[src/rtl/mem_bus_arbiter.sv]
// Memory bus arbiter: fixed priority with starvation promotion, registered one-hot grant,
// owner changes only at ack boundaries with TURN dead cycles between owners.
module mem_bus_arbiter #(
   parameter int NREQ    = 4,
   parameter int TURN    = 1,
   parameter int MAXWAIT = 15,
   parameter int WAITW   = 4
) (
   input  logic            clk_0,
   input  logic            resetl,
   input  logic [NREQ-1:0] req,
   input  logic            hold,
   input  logic            ack,
   output logic [NREQ-1:0] gnt,
   output logic [1:0]      owner,
   output logic            owner_valid,
   output logic            turnaround,
   output logic [NREQ-1:0] urgent
);

   // state   | meaning
   // IDLE    | no owner, grant the winner on the next edge
   // OWNED   | gnt[owner] held until release or preemption at ack
   // RELEASE | TURN dead cycles, drivers tristated, then re-arbitrate

   typedef enum logic [1:0] {IDLE, OWNED, RELEASE} state_t;

   state_t            state_q, state_d;
   logic [NREQ-1:0]   gnt_q, gnt_d;
   logic [1:0]        owner_q, owner_d;
   logic [1:0]        turn_q, turn_d;
   logic [NREQ-1:0]   urgent_q;
   logic [WAITW-1:0]  wait_q [NREQ];
   logic [WAITW-1:0]  wait_d [NREQ];
   logic              win_valid;
   logic [1:0]        win_idx;
   logic              any_urg;
   logic              preempt;

   // Urgent requesters form their own priority tier above the plain one.
   always_comb begin
      any_urg   = |(req & urgent_q);
      win_valid = |req;
      win_idx   = '0;
      for (int i = NREQ - 1; i >= 0; i--) begin
         if (any_urg ? (req[i] && urgent_q[i]) : req[i]) win_idx = 2'(i);
      end
   end

   always_comb begin
      preempt = 1'b0;
      for (int j = 0; j < NREQ; j++) begin
         if (req[j] && (2'(j) != owner_q) && (urgent_q[j] || (2'(j) < owner_q))) preempt = 1'b1;
      end
   end

   always_comb begin
      state_d = state_q;
      gnt_d   = gnt_q;
      owner_d = owner_q;
      turn_d  = turn_q;
      case (state_q)
         IDLE: begin
            if (win_valid) begin
               state_d = OWNED;
               gnt_d   = {{(NREQ-1){1'b0}}, 1'b1} << win_idx;
               owner_d = win_idx;
            end
         end
         OWNED: begin
            if (!req[owner_q] || (ack && !hold && preempt)) begin
               state_d = RELEASE;
               gnt_d   = '0;
               owner_d = '0;
               turn_d  = 2'(TURN - 1);
            end
         end
         RELEASE: begin
            if (turn_q == 2'd0) begin
               if (win_valid) begin
                  state_d = OWNED;
                  gnt_d   = {{(NREQ-1){1'b0}}, 1'b1} << win_idx;
                  owner_d = win_idx;
               end else begin
                  state_d = IDLE;
               end
            end else begin
               turn_d = turn_q - 2'd1;
            end
         end
         default: begin
            state_d = IDLE;
            gnt_d   = '0;
            owner_d = '0;
         end
      endcase
   end

   // Clearing on the incoming grant too keeps the owner's counter at 0 from its first cycle.
   always_comb begin
      for (int i = 0; i < NREQ; i++) begin
         if (!req[i] || gnt_q[i] || gnt_d[i]) wait_d[i] = '0;
         else if (wait_q[i] == WAITW'(MAXWAIT)) wait_d[i] = wait_q[i];
         else wait_d[i] = wait_q[i] + 1'b1;
      end
   end

   always_ff @(posedge clk_0 or negedge resetl) begin
      if (!resetl) begin
         state_q  <= IDLE;
         gnt_q    <= '0;
         owner_q  <= '0;
         turn_q   <= '0;
         urgent_q <= '0;
         for (int i = 0; i < NREQ; i++) wait_q[i] <= '0;
      end else begin
         state_q <= state_d;
         gnt_q   <= gnt_d;
         owner_q <= owner_d;
         turn_q  <= turn_d;
         for (int i = 0; i < NREQ; i++) begin
            wait_q[i]   <= wait_d[i];
            urgent_q[i] <= (wait_d[i] == WAITW'(MAXWAIT));
         end
      end
   end

   assign gnt         = gnt_q;
   assign owner       = owner_q;
   assign owner_valid = |gnt_q;
   assign turnaround  = (state_q == RELEASE);
   assign urgent      = urgent_q;

endmodule

[config.mk]
export PLATFORM = sky130hd
export DESIGN_NAME = mem_bus_arbiter
export DESIGN_NICKNAME = d
export VERILOG_FILES = /design/src/rtl/mem_bus_arbiter.sv
export SDC_FILE = /design/constraint.sdc
export NUM_CORES = 1
export LEC_CHECK = 0
export ABC_AREA = 1
export CAP_MARGIN = 20
export CORE_ASPECT_RATIO = 0.6
export CORE_MARGIN = 5
export CORE_UTILIZATION = 55
export DETAILED_ROUTE_END_ITERATION = 10
export PLACE_DENSITY = 0.86
export REMOVE_ABC_BUFFERS = 1
export SYNTH_ARGS = -nofsm -noshare
export SYNTH_HDL_FRONTEND = slang
export SYNTH_SLANG_ARGS = --single-unit
[constraint.sdc]
create_clock -name clk_0 -period 1.8 [get_ports clk_0]
set_clock_uncertainty 0.05 [all_clocks]
set_input_delay 0.27 -clock clk_0 [delete_from_list [all_inputs] [get_ports clk_0]]
set_output_delay 0.27 -clock clk_0 [all_outputs]
set_load 0.01 [all_outputs]
Word-level counts from Yosys, hierarchy flattened
Cells that the tools add are included.

storage, ports and cells
  word-level logic and storage cells = 118
  bits in latches = 0
  memories kept = 0
  flip-flop bits (word level) = 30
  RAM bits = 0
  input bits = 8
  ROM bits = 0
  output and inout bits = 12

operators by class
  multiplexer cells = 37
  div/mod/pow operators = 0
  shift operators = 1
  bitwise gates (word level) = 1
  order comparisons = 5
  $add $sub $neg = 5
  multiply operators = 0
  reduce and logical (&&, ||, !) cells = 43
  eq/ne operators = 17

operator list
  cell                   count
  $mux W4                11
  $eq A4 B4 Y1 const B   8
  $mux W2                11
  $add A4 B1 Y4 const B  4
  $logic_and A1 B1 Y1    14
  $logic_or A1 B1 Y1     13
  $pmux W2 S3            2
  $pmux W4 S3            1
  $reduce_or A4 Y1       3
  $mux W1                10
  $logic_not A1 Y1       6
  $ne A2 B2 Y1 const B   3
  $reduce_and A3 Y1      2
  $and A4 B4 Y4          1
  $logic_not A2 Y1       2
  $lt A1 B2 Y1 const A   2
  $lt A2 B2 Y1 const A   2
  $ne A2 B2 Y1 const A   2
  $pmux W2 S2            1
  $reduce_bool A2 Y1     2
  $shl A1 B2 Y4 const A  1
  $lt A2 B3 Y1 const B   1
  $bmux W1 S2            1
  $eq A2 B1 Y1 const B   1
  other kinds (5)        5

Longest topological paths before layout
Gate-level depths: netlist of the first run.

  word-level depth = 14
  gate-level depth with buffers = 14
  gate-level depth less buffers = 14

Worst setup path after synthesis of the first run
OpenSTA, ideal clock, no wires.

  kind = reg-to-reg
  start point = register urgent_q[1], in the netlist urgent[1]
  end point = register wait_q[2] in the netlist's numbering
  setup time = 0.126 ns
  period minus slack after synthesis = 1.475 ns
  required time = 1.624 ns
  buffers on the path = 0
  arrival time = 1.300 ns
  cell stages (with the launch flop) = 13
  slack = 0.325 ns
  cells stage by stage = dfrtp_1 > nand2_1 > nand2_2 > o21ai_0 > nand2_1 > nor2_2 > nand2_1 > nand2_1 > nand2_1 > nand2_1 > nand2_2 > nand2_2 > nor2_1

RTL lines
  element                           line  RTL
  start: declaration                32    logic [NREQ-1:0] urgent_q;
  start signal: indexed assignment  123   urgent_q[i] <= (wait_d[i] == WAITW'(MAXWAIT));
  end signal: indexed assignment    122   wait_q[i] <= wait_d[i];
  end: declaration                  33    logic [WAITW-1:0] wait_q [NREQ];

Worst setup path in the final report of the first run
  start point = register gnt_q[0], in the netlist gnt[0]
  end point = output owner_valid

on the way
  cells in the longest elaborated chain, start to end = 1

ends and longest elaborated chain
  element                   line  RTL
  start: declaration        29    logic [NREQ-1:0] gnt_q, gnt_d;
  start signal: assignment  118   gnt_q <= gnt_d;
  $reduce_or A4 Y1          130   assign owner_valid = |gnt_q;
  end: declaration          16    output logic owner_valid,

Every way passes these cells.

==> results of run 1 <==
-- power breakdown --
group	total [mW]	switching [mW]	internal, mW	leakage, nW
clock network	0.490	0.225	0.265	0.0383
registers	0.940	0.120	0.820	0.404
logic	1.03	0.573	0.452	0.747
-- area by class of cell --
type                            instances  share of cell area [%]
Inverter                               43                    7.25
Tap cell                               42                    2.36
Clock buffer                            7                    3.43
Multi-Input combinational cell        160                    38.4
Timing Repair Buffer                   37                    14.8
Sequential cell                        30                    33.7
-- routing by layer --
| layer | vias to the layer above | track usage (%) | part of all wire, % |
|---|---|---|---|
| met5 | - | 0 | 0 |
| met1 | 708 | 27.7 | 50 |
| li1 | 811 | - | - |
| met2 | 56 | 29.9 | 40 |
| met4 | 0 | 7.34 | 1.1 |
| met3 | 6 | 4.74 | 8.4 |
-- cells in the mapped netlist (2+ instances only) --
master	n
nand3_1	9
o21ai_0	12
nand3_2	3
o22ai_1	2
nand2_2	12
xnor2_1	2
nor2_1	33
nand2_1	54
inv_1	43
ha_1	5
nor2_2	3
dfrtp_1	30
mux2_2	2
xor2_1	2
nor2_4	2
o21ai_1	2
a21oi_1	6
-- stage by stage --
step / area [um2] / utilization [%] / hold slack [ps] / total power [mW]
6_report: 2230 / 75.1 / 325 / 2.46
3_5_place_dp: 2140 / 72.1 / 488 / 1.96
4_1_cts: 2210 / 74.6 / 338 / 2.45
5_1_grt: 2230 / 75.1 / 374 / 2.65
3_3_place_gp: 2140 / 72.1 / 471 / 1.93
2_1_floorplan: 1760 / - / -75.6 / 1.54
-- worst paths after layout --
check / from / depth (start not counted) / to
worst max-delay path: gnt[0] / 2 / owner_valid
worst min-delay path: resetl / 2 / owner[1]
worst max register to register: urgent[2] / 10 / wait_q[8]
worst min register to register: turn_q[1] / 2 / turn_q[1]
min in group clk_0: turn_q[1] / 2 / turn_q[1]
max in group asynchronous: resetl / 2 / wait_q[11]
-- kinds of logic after synthesis --
logic type	synth area share (%)
adder cells (fa/ha/maj)	3.56
buffers and inverters	9.17
multiplexers	1.28
flip-flops	42.7
XOR/XNOR	1.99
AND/OR/NAND/NOR	32.1
AO/OA/AOI/OAI	9.18
-- flip-flops by register name, indices dropped and copies added (netlist names) --
| register | flops |
|---|---|
| owner | 2 |
| turn_q | 2 |
| wait_q | 16 |
| urgent | 4 |
| state_q | 2 |
| gnt | 4 |
-- repair_timing --
item,CTS,global route
buffers inserted,0,0
resized for setup,1,7
setup endpoints to repair,1,21
==> flow_summary.json, run 1 <==
{
  "clock.fmax_mhz": 575,
  "place_ws_ps": -206,
  "drc": 0,
  "ioPinCount": 20,
  "crit_fanout": 2,
  "yosys_warnings": 0,
  "core_area_mm2": 0.00297,
  "cts_sinks": 30,
  "grt_pass1_wl_um": 6800,
  "cts_inserted_buffers": 5,
  "crit_path_start_kind": "flip-flop",
  "gp_congestion": 0.970,
  "row_count": 15,
  "vias": 1581,
  "routed_wl_um": 3830,
  "synth_top_area_cell": "dfrtp_1",
  "nets": 290,
  "fin_crit_sh_pct": 96.6,
  "grt_pass1_vias": 1501,
  "stdcell_count": 319,
  "final_cell_mix": "52 x nand2_1, 43 x inv_1, 32 x nor2_1",
  "diodes": 0,
  "grt_overflow": 0,
  "synth.top_cell.area_share_pct": 42.7,
  "clock_path_buffers": 2,
  "ys.flop_type": "dfrtp_1",
  "cp_slowest_stage_delay_ps": 520,
  "setup_viol": 0,
  "dieArea_mm2": 0.00447,
  "hold_buffers": 0,
  "synthDistinctLibCells": 28,
  "synth_area_leaders": "dfrtp_1 43%, nand2_1 12%, inv_1 9.2%, nor2_1 7.0%, nand2_2 4.3%",
  "start_util_pct": 59.3,
  "cap_violations": 0,
  "synthArstFlopShare_pct": 100,
  "setup_tns_ps": 0,
  "status": "finished clean",
  "wl_per_cell_um": 12.0,
  "ant_nets": 0,
  "syn_area_mm2": 0.00176,
  "critPathSlowestCell": "or4_1",
  "synth_edf_count": 0,
  "hp-class": "in2async",
  "dr.pass1.iters": 4,
  "viasPerCell": 4.96,
  "grt_usage_pct": 19.7,
  "antenna_found_initial": 0,
  "p_leak_nw": 1.19,
  "post-route-min-period_ps": 1740,
  "final_common_cell": "nand2_1",
  "grt_start_max_net_pins": 31,
  "required_ps": 1480,
  "synth_seq_cells": 30,
  "critPathTopFamily": "simple AND/OR/NAND/NOR gates",
  "area_growth_pct": 26.5,
  "critPathBufInv": 1,
  "insertion_delay_ps": 280,
  "nFillCells": 228,
  "regArea_um2": 751,
  "clkSlewWorstSetupHoldPaths_ps": 60,
  "cts_tree": "yes",
  "worst_pin_slew_ps": 386,
  "die_h_um": 53.8,
  "dieWidth_um": 83.0,
  "maxSlewHeadroom_pct": 74.3,
  "port_buffers": 19,
  "drive_above_1_share_pct": 18.8,
  "netlist_instances": 233,
  "slew_viol_final": 0,
  "finalWorstSetupSlack_ps": 61.3,
  "cts_root_buffer": "clkbuf_8",
  "h-tree-depth": 2,
  "path_cells": "or4_1 -> clkdlybuf4s15_1",
  "multi_input_area_um2": 855,
  "arrival_ps": 1420,
  "path_class": "reg2out",
  "avgSynthCellArea_um2": 7.55,
  "detailed_place_hpwl_um": 3000,
  "dp.cells": 312,
  "crit_path_end_kind": "output port",
  "reg2reg_slack_ps": 170,
  "powerDensity_mw_per_mm2": 1100,
  "vdd_drop_max_v": 0.000736,
  "drtIter0Drc": 121,
  "yosysSeqAreaShare_pct": 42.7,
  "hold_viol": 0
}
Power figures use the tool's default switching activity.
==> inputs of run 2 (changes only) <==
--- a/config.mk
+++ b/config.mk
@@ -6,7 +6,6 @@
 export NUM_CORES = 1
 export LEC_CHECK = 0
 export ABC_AREA = 1
-export CAP_MARGIN = 20
 export CORE_ASPECT_RATIO = 0.6
 export CORE_MARGIN = 5
 export CORE_UTILIZATION = 55
@@ -16,3 +15,4 @@
 export SYNTH_ARGS = -nofsm -noshare
 export SYNTH_HDL_FRONTEND = slang
 export SYNTH_SLANG_ARGS = --single-unit
+export TNS_END_PERCENT = 30
==> results of run 2 <==
Same layout as run 1: the final DEF is identical, and so are final timing and power.
==> inputs of run 3 (changes only) <==
--- a/config.mk
+++ b/config.mk
@@ -10,8 +10,8 @@
 export CORE_MARGIN = 5
 export CORE_UTILIZATION = 55
 export DETAILED_ROUTE_END_ITERATION = 10
+export GPL_TIMING_DRIVEN = 0
 export PLACE_DENSITY = 0.86
-export REMOVE_ABC_BUFFERS = 1
 export SYNTH_ARGS = -nofsm -noshare
 export SYNTH_HDL_FRONTEND = slang
 export SYNTH_SLANG_ARGS = --single-unit
==> run 3 against run 2 <==
Compared with the run above: the run now ends with hold timing left; non-clock buffer count fell by 16; register-to-register slack lost 40 ps; die area unchanged; first-iteration DRC count decreased by 26%; flip-flop and latch count stayed put; sequential share of layout area rose by 1.5 points; global-route usage fell by 0.52 points; clock-buffer cell count unchanged; sequential power is 0.9% higher; total power down 2.0%; via count down 4.2%.
==> flow_summary.json, run 3 (synthesis results as in run 1) <==
{
  "clock.fmax_mhz": 576,
  "p_comb_share_pct": 40.5,
  "routed_wl_um": 3740,
  "postLayoutCoreUtil_pct": 71.8,
  "ant_nets": 0,
  "worst_pin_slew_ps": 665,
  "slew_viol_final": 0,
  "crit_path_start_kind": "flip-flop",
  "clock_path_buffers": 2,
  "grt_overflow": 0,
  "dieWidth_um": 83.0,
  "fin_hold_ws_ps": -23.3,
  "nFillCells": 277,
  "critPathTopFamily": "simple AND/OR/NAND/NOR gates",
  "start_util_pct": 59.3,
  "cts_inserted_buffers": 5,
  "diodes": 0,
  "status": "complete, but fails checks",
  "critPathSlowestCell": "or4_1",
  "powerDensity_mw_per_mm2": 1130,
  "crit_path_end_kind": "output port",
  "clkSlewWorstSetupHoldPaths_ps": 60,
  "hold_viol": 30,
  "fin_crit_sh_pct": 96.5,
  "grt_pass1_vias": 1452,
  "gp_congestion": 0.910,
  "nets": 274,
  "core_area_mm2": 0.00297,
  "intPower_mw": 1.49,
  "rsz0062_at_grt": "no",
  "hold_buffers": 0,
  "detailed_place_hpwl_um": 2830,
  "cap_violations": 0,
  "h-tree-depth": 2,
  "power_frac_clock_pct": 20.2,
  "final_cell_mix": "52 x nand2_1, 42 x inv_1, 33 x nor2_1",
  "p_sw_mw": 0.918,
  "area_growth_pct": 21.0,
  "vias": 1514,
  "maxSlewHeadroom_pct": 55.6,
  "dieArea_mm2": 0.00447,
  "drc": 0,
  "multi_input_area_um2": 875,
  "arrival_ps": 1420,
  "setup_viol": 0,
  "largest_reg_flops": 16,
  "insertion_delay_ps": 270,
  "cp_slowest_stage_delay_ps": 520,
  "grt_start_max_net_pins": 31,
  "path_class": "reg2out",
  "die_h_um": 53.8,
  "pwr-share-seq_pct": 39.4,
  "antenna_found_initial": 0,
  "violations": "hold timing",
  "swShare_pct": 38.2,
  "wl_per_cell_um": 12.4,
  "post-route-min-period_ps": 1740,
  "port_buffers": 19,
  "drive_above_1_share_pct": 14.6,
  "vdd_drop_max_v": 0.000919,
  "grt_pass1_wl_um": 6650,
  "hp-class": "in2async",
  "row_count": 15,
  "regMostFlops": "wait_q",
  "path_cells": "or4_1 -> clkdlybuf4s15_1",
  "cts_root_buffer": "clkbuf_8",
  "dr.pass1.iters": 5,
  "drtIter0Drc": 90,
  "ioPinCount": 20,
  "crit_fanout": 2,
  "final_common_cell": "nand2_1",
  "viasPerCell": 5.00,
  "critPathBufInv": 1,
  "cts_sinks": 30,
  "syn_nets": 246,
  "p_leak_nw": 1.16,
  "regArea_um2": 751,
  "required_ps": 1480,
  "grt_usage_pct": 19.2,
  "cts_tree": "yes"
}
==> run 3: repair_timing <==
item / CTS / global route
endpoints found under the setup margin: 1 / 24
gates resized for setup: 1 / 13
buffers inserted: 2 / 0
pin swaps: 0 / 1
==> run 3: layout make-up <==
class	instances	area share, %
Clock buffer	7	3.59
Multi-Input combinational cell	160	41.1
Sequential cell	30	35.3
Timing Repair Buffer	21	9.99
Tap cell	42	2.47
Inverter	43	7.58
==> run 3: final timing paths <==
path | end | slack (ps) | start | depth (start not counted)
min reg2reg | turn_q[0] | 520 | turn_q[0] | 3
min in group clk_0 | urgent[3] | 500 | req[3] | 5
max reg2reg | urgent[1] | 130 | urgent[2] | 9
max | owner_valid | 60 | gnt[0] | 2
max in group asynchronous | urgent[3] | 1290 | resetl | 1
min | wait_q[6] | -20 | resetl | 1
==> run 3: power by group through the flow <==
stage / registers, mW / logic [mW] / clock network (mW)
after floorplan: 0.954 / 0.588 / 0
after global placement: 0.957 / 0.877 / 0
after detailed placement: 0.962 / 0.908 / 0
after CTS: 0.940 / 0.949 / 0.498
after global routing: 0.969 / 1.10 / 0.539
final: 0.948 / 0.974 / 0.486
==> run 3: metrics by stage <==
stage	setup WS, ps	setup TNS, ps	total power, mW	cells	cell area [um2]
floorplan	325	0	1.54	233	1760
global placement	-222	-6850	1.83	294	2000
detailed placement	-265	-8220	1.87	294	2000
CTS	1.97	0	2.39	303	2090
global route	7.32	0	2.61	303	2130
finish	63.5	0	2.41	303	2130
==> run 3: layer usage <==
| layer | up-vias | share of wire (%) | track usage (%) |
|---|---|---|---|
| li1 | 776 | - | - |
| met1 | 687 | 50 | 26.5 |
| met2 | 47 | 43 | 30.1 |
| met3 | 4 | 6.1 | 5.05 |
| met4 | 0 | 0.61 | 5.71 |
| met5 | - | 0 | 0 |
